`config.mk`:
```
export PLATFORM = sky130hd
export DESIGN_NAME = count_to_comp_flat
export DESIGN_NICKNAME = d
export VERILOG_FILES = /design/src/rtl/count_to_comp_pkg.sv /design/src/rtl/count_to_comp_if.sv /design/src/rtl/count_to_comp_tri_ramp.sv /design/src/rtl/count_to_comp.sv /design/src/flat_wrapper.sv
export SDC_FILE = /design/constraint.sdc
export NUM_CORES = 1
export LEC_CHECK = 0
export CORE_MARGIN = 1.5
export CORE_UTILIZATION = 40
export CTS_CLUSTER_SIZE = 16
export DETAILED_ROUTE_END_ITERATION = 16
export PLACE_DENSITY = 0.73
export SLEW_MARGIN = 20
export SYNTH_ARGS = -nofsm -noshare
export SYNTH_HDL_FRONTEND = slang
export SYNTH_HIERARCHICAL = 1
export SYNTH_SLANG_ARGS = --single-unit
```
`constraint.sdc`:
```
create_clock -name clk -period 3.63 [get_ports clk]
set_clock_uncertainty 0.05 [all_clocks]
set_input_delay 0.726 -clock clk [delete_from_list [all_inputs] [get_ports clk]]
set_output_delay 0.726 -clock clk [all_outputs]
set_load 0.005 [all_outputs]
```
`src/rtl/count_to_comp_pkg.sv`:
```
// Shared definitions for the triangular-ramp measurement link.
// Transmitter and counting receiver both import these so they agree on the frame.
package count_to_comp_pkg;

    typedef enum logic [1:0] {
        IDLE = 2'd0,
        UP   = 2'd1,
        DOWN = 2'd2
    } state_t;

    localparam int DEF_WIDTH = 7;
    localparam int DEF_TOP   = 100;

endpackage

```
`src/rtl/count_to_comp_if.sv`:
```
// Bus between the ramp transmitter and its user.
// load is a one-cycle strobe with no back-pressure; all other signals are levels.
interface count_to_comp_if
    import count_to_comp_pkg::*;
#(
    parameter int WIDTH = DEF_WIDTH
) ();

    logic             enable;
    logic [WIDTH-1:0] value;
    logic             load;
    logic             comp;
    logic             ramp_up;
    logic             frame_start;
    logic             pending;
    logic [WIDTH-1:0] ramp;
    state_t           state;

    modport master (
        output enable, value, load,
        input  comp, ramp_up, frame_start, pending, ramp, state
    );

    modport slave (
        input  enable, value, load,
        output comp, ramp_up, frame_start, pending, ramp, state
    );

endinterface

```
`src/rtl/count_to_comp_tri_ramp.sv`:
```
// Triangle generator: TOP cycles counting up, TOP cycles counting down.
// Next-state values are exported so the parent can register outputs aligned with the ramp.
module tri_ramp
    import count_to_comp_pkg::*;
#(
    parameter int WIDTH = DEF_WIDTH,
    parameter int TOP   = DEF_TOP
) (
    input  logic             clk,
    input  logic             reset,
    input  logic             enable,
    output logic [WIDTH-1:0] ramp,
    output logic [WIDTH-1:0] ramp_nxt,
    output logic             ramp_up,
    output logic             up_nxt,
    output logic             wrap,
    output logic             start_nxt,
    output state_t           state
);

    localparam logic [WIDTH-1:0] PEAK = WIDTH'(TOP - 1);

    state_t state_nxt;

    always_comb begin
        state_nxt = state;
        ramp_nxt  = ramp;
        start_nxt = 1'b0;
        case (state)
            IDLE: begin
                if (enable) begin
                    state_nxt = UP;
                    ramp_nxt  = '0;
                    start_nxt = 1'b1;
                end
            end
            UP: begin
                // The peak value is held for one extra cycle as DOWN begins.
                if (ramp == PEAK) state_nxt = DOWN;
                else              ramp_nxt  = ramp + WIDTH'(1);
            end
            DOWN: begin
                if (ramp == '0) begin
                    if (enable) begin
                        state_nxt = UP;
                        start_nxt = 1'b1;
                    end else begin
                        state_nxt = IDLE;
                    end
                end else begin
                    ramp_nxt = ramp - WIDTH'(1);
                end
            end
            default: state_nxt = IDLE;
        endcase
        up_nxt = (state_nxt == UP);
    end

    always_ff @(posedge clk or negedge reset) begin
        if (!reset) begin
            state   <= IDLE;
            ramp    <= '0;
            ramp_up <= 1'b0;
            wrap    <= 1'b0;
        end else begin
            state   <= state_nxt;
            ramp    <= ramp_nxt;
            ramp_up <= up_nxt;
            wrap    <= start_nxt;
        end
    end

endmodule

```
`src/rtl/count_to_comp.sv`:
```
// Transmitting end of the ramp link: comp is high for the stored count of
// cycles at the start of each up phase, so a counting receiver recovers it.
module count_to_comp
    import count_to_comp_pkg::*;
#(
    parameter int WIDTH = DEF_WIDTH,
    parameter int TOP   = DEF_TOP
) (
    input  logic            clk,
    input  logic            reset,
    count_to_comp_if.slave  bus
);

    localparam logic [WIDTH-1:0] TOP_W = WIDTH'(TOP);

    logic [WIDTH-1:0] ramp;
    logic [WIDTH-1:0] ramp_nxt;
    logic             ramp_up;
    logic             up_nxt;
    logic             wrap;
    logic             start_nxt;
    state_t           state;

    logic [WIDTH-1:0] shadow;
    logic [WIDTH-1:0] active;
    logic [WIDTH-1:0] active_nxt;
    logic             comp;
    logic             pending;

    tri_ramp #(
        .WIDTH (WIDTH),
        .TOP   (TOP)
    ) u_ramp (
        .clk       (clk),
        .reset     (reset),
        .enable    (bus.enable),
        .ramp      (ramp),
        .ramp_nxt  (ramp_nxt),
        .ramp_up   (ramp_up),
        .up_nxt    (up_nxt),
        .wrap      (wrap),
        .start_nxt (start_nxt),
        .state     (state)
    );

    // Frame load uses the shadow as it was before this edge; oversize counts saturate at TOP.
    always_comb begin
        active_nxt = active;
        if (start_nxt) active_nxt = (shadow > TOP_W) ? TOP_W : shadow;
    end

    always_ff @(posedge clk or negedge reset) begin
        if (!reset) begin
            shadow  <= '0;
            active  <= '0;
            comp    <= 1'b0;
            pending <= 1'b0;
        end else begin
            if (bus.load) shadow <= bus.value;
            active <= active_nxt;
            comp   <= up_nxt && (ramp_nxt < active_nxt);
            // A load on the frame-load edge wins: the new value is still waiting.
            if (bus.load)       pending <= 1'b1;
            else if (start_nxt) pending <= 1'b0;
        end
    end

    assign bus.comp        = comp;
    assign bus.ramp_up     = ramp_up;
    assign bus.frame_start = wrap;
    assign bus.pending     = pending;
    assign bus.ramp        = ramp;
    assign bus.state       = state;

endmodule

```
`src/flat_wrapper.sv`:
```
// flat-port wrapper written by rule: the top's interface ports become plain ports
module count_to_comp_flat import count_to_comp_pkg::*;
#(
    parameter int WIDTH = DEF_WIDTH,
    parameter int TOP   = DEF_TOP
)
  (clk, reset, bus_enable, bus_value, bus_load, bus_comp, bus_ramp_up, bus_frame_start, bus_pending, bus_ramp, bus_state);
  count_to_comp_if #(.WIDTH(WIDTH)) bus_i ();
  input  logic clk;
  input  logic reset;
  input wire logic [$bits(bus_i.enable)-1:0] bus_enable;
  input wire logic [$bits(bus_i.value)-1:0] bus_value;
  input wire logic [$bits(bus_i.load)-1:0] bus_load;
  output wire logic [$bits(bus_i.comp)-1:0] bus_comp;
  output wire logic [$bits(bus_i.ramp_up)-1:0] bus_ramp_up;
  output wire logic [$bits(bus_i.frame_start)-1:0] bus_frame_start;
  output wire logic [$bits(bus_i.pending)-1:0] bus_pending;
  output wire logic [$bits(bus_i.ramp)-1:0] bus_ramp;
  output wire logic [$bits(bus_i.state)-1:0] bus_state;
  assign bus_i.enable = bus_enable;
  assign bus_i.value = bus_value;
  assign bus_i.load = bus_load;
  assign bus_comp = bus_i.comp;
  assign bus_ramp_up = bus_i.ramp_up;
  assign bus_frame_start = bus_i.frame_start;
  assign bus_pending = bus_i.pending;
  assign bus_ramp = bus_i.ramp;
  assign bus_state = bus_i.state;
  count_to_comp #(.WIDTH(WIDTH), .TOP(TOP)) u_core (.clk(clk), .reset(reset), .bus(bus_i));
endmodule
```
==> out/results.ini <==
[status]
status=complete, no violations

[drt]
dr.pass1.iters=4
wl_um=3500
routed-via-count=1358
initialDrtViolationCount=163
drc=0
vias_per_cell=5.93
wl_per_cell_um=15.3
ant_nets=0

[global_route]
antenna_found_initial=0
grt_pass1_vias=1324
grt_max_degree=28
grt_use_total_pct=17.3
grt_overflow=0
grt_pass1_wl_um=5920

[hold_path]
min_to=u_core/bus.pending
hp-start=u_core/bus.pending
min_delay_path_depth=1
hp-class=flip-flop to flip-flop

[critical_path]
cp.required_ns=3.79
crit_chain=inv_1 -> ha_1 -> nor4b_2 -> nand2_1 -> a21oi_1 -> buf_4 -> inv_1 -> a21boi_0 -> ha_1 -> a21oi_1 -> a21oi_1 -> nor4b_1 -> o31a_1
critPathArrivalTime_ns=3.35
r2r_slack_ns=0.44
worst_path_most_repeated_cell=a21oi_1
regToRegStartpoint=u_core/u_ramp/ramp[1]
critPathKind=flip-flop to flip-flop
cp-end-kind=flip-flop
r2r_cells=13
crit_fanout=13
crit_slowest_cell=dfrtp_1
cp-start-kind=flip-flop
slowest_delay_ns=0.50
r2r_end=u_core/bus.comp

[run]
max_cap_violations=0

[timing]
hold_viol_final=0
setup_viol=0
fmax_mhz=314
finalCritPeriodShare_pct=87.8
slew_headroom_pct=57.6
layout_setup_ws_ns=0.443
period_needed_ns=3.19
drv_slew=0
rsz0062_at_grt=no
setup_tns_ns=0
tightest_slew_ns=0.636

[final_layout]
layoutNonFillerInstCount=229
diodes=0
layout.nets=202
final_cell_mix=dfrtp_1, clkdlybuf4s50_1, inv_1
layout_commonest_cell=dfrtp_1
syn_to_final_growth_pct=19.5
fin_util_pct=51.2
drive_gt1_share_pct=11.0

[placement]
gp_congestion=0.931
pre_cts_slack_ns=0.322
hpwl_um=2660
placed_cells=225
port_buffers=23

[logic_synthesis]
synth-edff-count=0
syn_area_sq_um=1600
async_flop_share_pct=100
synth_ff_type=dfrtp_1
syn_inst=159
syn_avg_cell_area_sq_um=10.1
yosysSeqAreaShare_pct=42.1
syn_nets=179
yosys_warnings=6
synth_seq_cells=27
ys_types=47

[clock_network]
hold_buffers=0
h-tree-depth=1
cts_buffers=3
clock_path_buffers=2
clockRootBuffer=clkbuf_8
cts_tree=built
clk_latency_ns=0.27
clk_pin_slew_ns=0.08
post_cts_resized=0
clkSinkCount=27
cts_setup_buffers=0

[power]
p_per_area_nw_per_um2=736
ir_drop_v=0.000298
p_leak_uw=0.000772
p_total_uw=1410

[floorplan]
fp.dieArea_sq_um=4400
core_area_sq_um=3740
placement_rows=22
start_util_pct=42.8
chipWidth_um=66.3
fp.dieH_um=66.3
ios=24

synth_stat cells (3+ instances only):
cell type | n | share of area [%]
mux2i_1 | 3 | 1.9
clkbuf_1 | 5 | 1.2
a21boi_0 | 3 | 1.4
nor2_1 | 5 | 1.2
nand2b_1 | 3 | 1.2
o211ai_1 | 5 | 2.3
nand3_1 | 11 | 3.4
ha_1 | 9 | 7.0
nor2b_1 | 3 | 1.2
nor3_1 | 4 | 1.2
a21o_1 | 3 | 1.4
mux2_2 | 8 | 5.6
dfrtp_1 | 27 | 42
nand2_1 | 7 | 1.6
a21oi_1 | 7 | 2.2
inv_1 | 14 | 3.3
o21ai_0 | 3 | 0.94
where the power goes:
part | total (uW) | switching, uW | internal (uW)
clock | 161 | 83.0 | 78.5
sequential | 532 | 131 | 401
combinational | 717 | 356 | 361
total | 1410 | 571 | 841
metal layers:
metal | wire (um) | track usage (%) | vias up
met4 | 92 | 6.89 | 0
met1 | 1450 | 20.3 | 666
li1 | - | - | 633
met5 | 0 | 0 | -
met2 | 1790 | 31.9 | 49
met3 | 166 | 1.53 | 10
per-stage QoR:
stage	instance area [sq um]	hold slack, ns
2_1_floorplan	1600	0.380
3_3_place_gp	1870	0.433
6_report	1920	0.462
5_1_grt	1920	0.495
4_1_cts	1920	0.469
3_5_place_dp	1870	0.444
cell type report:
cell class / instances / area, sq um
fill: 378 / 1830
multi-input combinational: 110 / 831
sequential: 27 / 676
inverter: 14 / 52.6
tap: 48 / 60.1
clock buffer: 4 / 45.0
timing repair buffer: 26 / 253
worst max-delay path by stage:
stage	startpoint	end	slack, ns	cells after the start
CTS	u_core/u_ramp/ramp[1]	u_core/bus.comp	0.44	13
global route	u_core/u_ramp/ramp[1]	u_core/bus.comp	0.1	13
floorplan	u_core/u_ramp/ramp[0]	u_core/bus.comp	0.60	14
detailed placement	bus_enable	u_core/bus.comp	0.32	11
global placement	bus_enable	u_core/bus.comp	0.50	11
finish	u_core/u_ramp/ramp[1]	u_core/bus.comp	0.44	13
worst max-delay path: cells and delay by family, from the launching register on:
| kind | cells | cell delay [ns] |
|---|---|---|
| buf+inv | 3 | 0.44 |
| compound gates | 5 | 0.85 |
| simple gates | 3 | 0.79 |
| flops | 1 | 0.50 |
| fa+ha+maj | 2 | 0.51 |
cells by family (layout without fill, tap and decap cells):
group | Yosys count | after routing | synth area share (%)
AOI/OAI and AO/OA | 43 | 43 | 19.7
xor gates and xnor gates | 1 | 1 | 0.546
adders and majority gates | 9 | 9 | 7.02
buffers and inverters | 22 | 44 | 6.08
DFF | 27 | 27 | 42.1
muxes | 11 | 11 | 7.49
and+or+nand+nor | 46 | 46 | 17.0
sequential cells by signal, indices dropped and copies added (netlist names):
signal,count
u_core/u_ramp/ramp,7
u_core/u_ramp/wrap,1
u_core/active,7
u_core/bus.pending,1
u_core/u_ramp/state,2
u_core/shadow,7
u_core/u_ramp/ramp_up,1
u_core/bus.comp,1
Power figures use the tool's default switching activity.
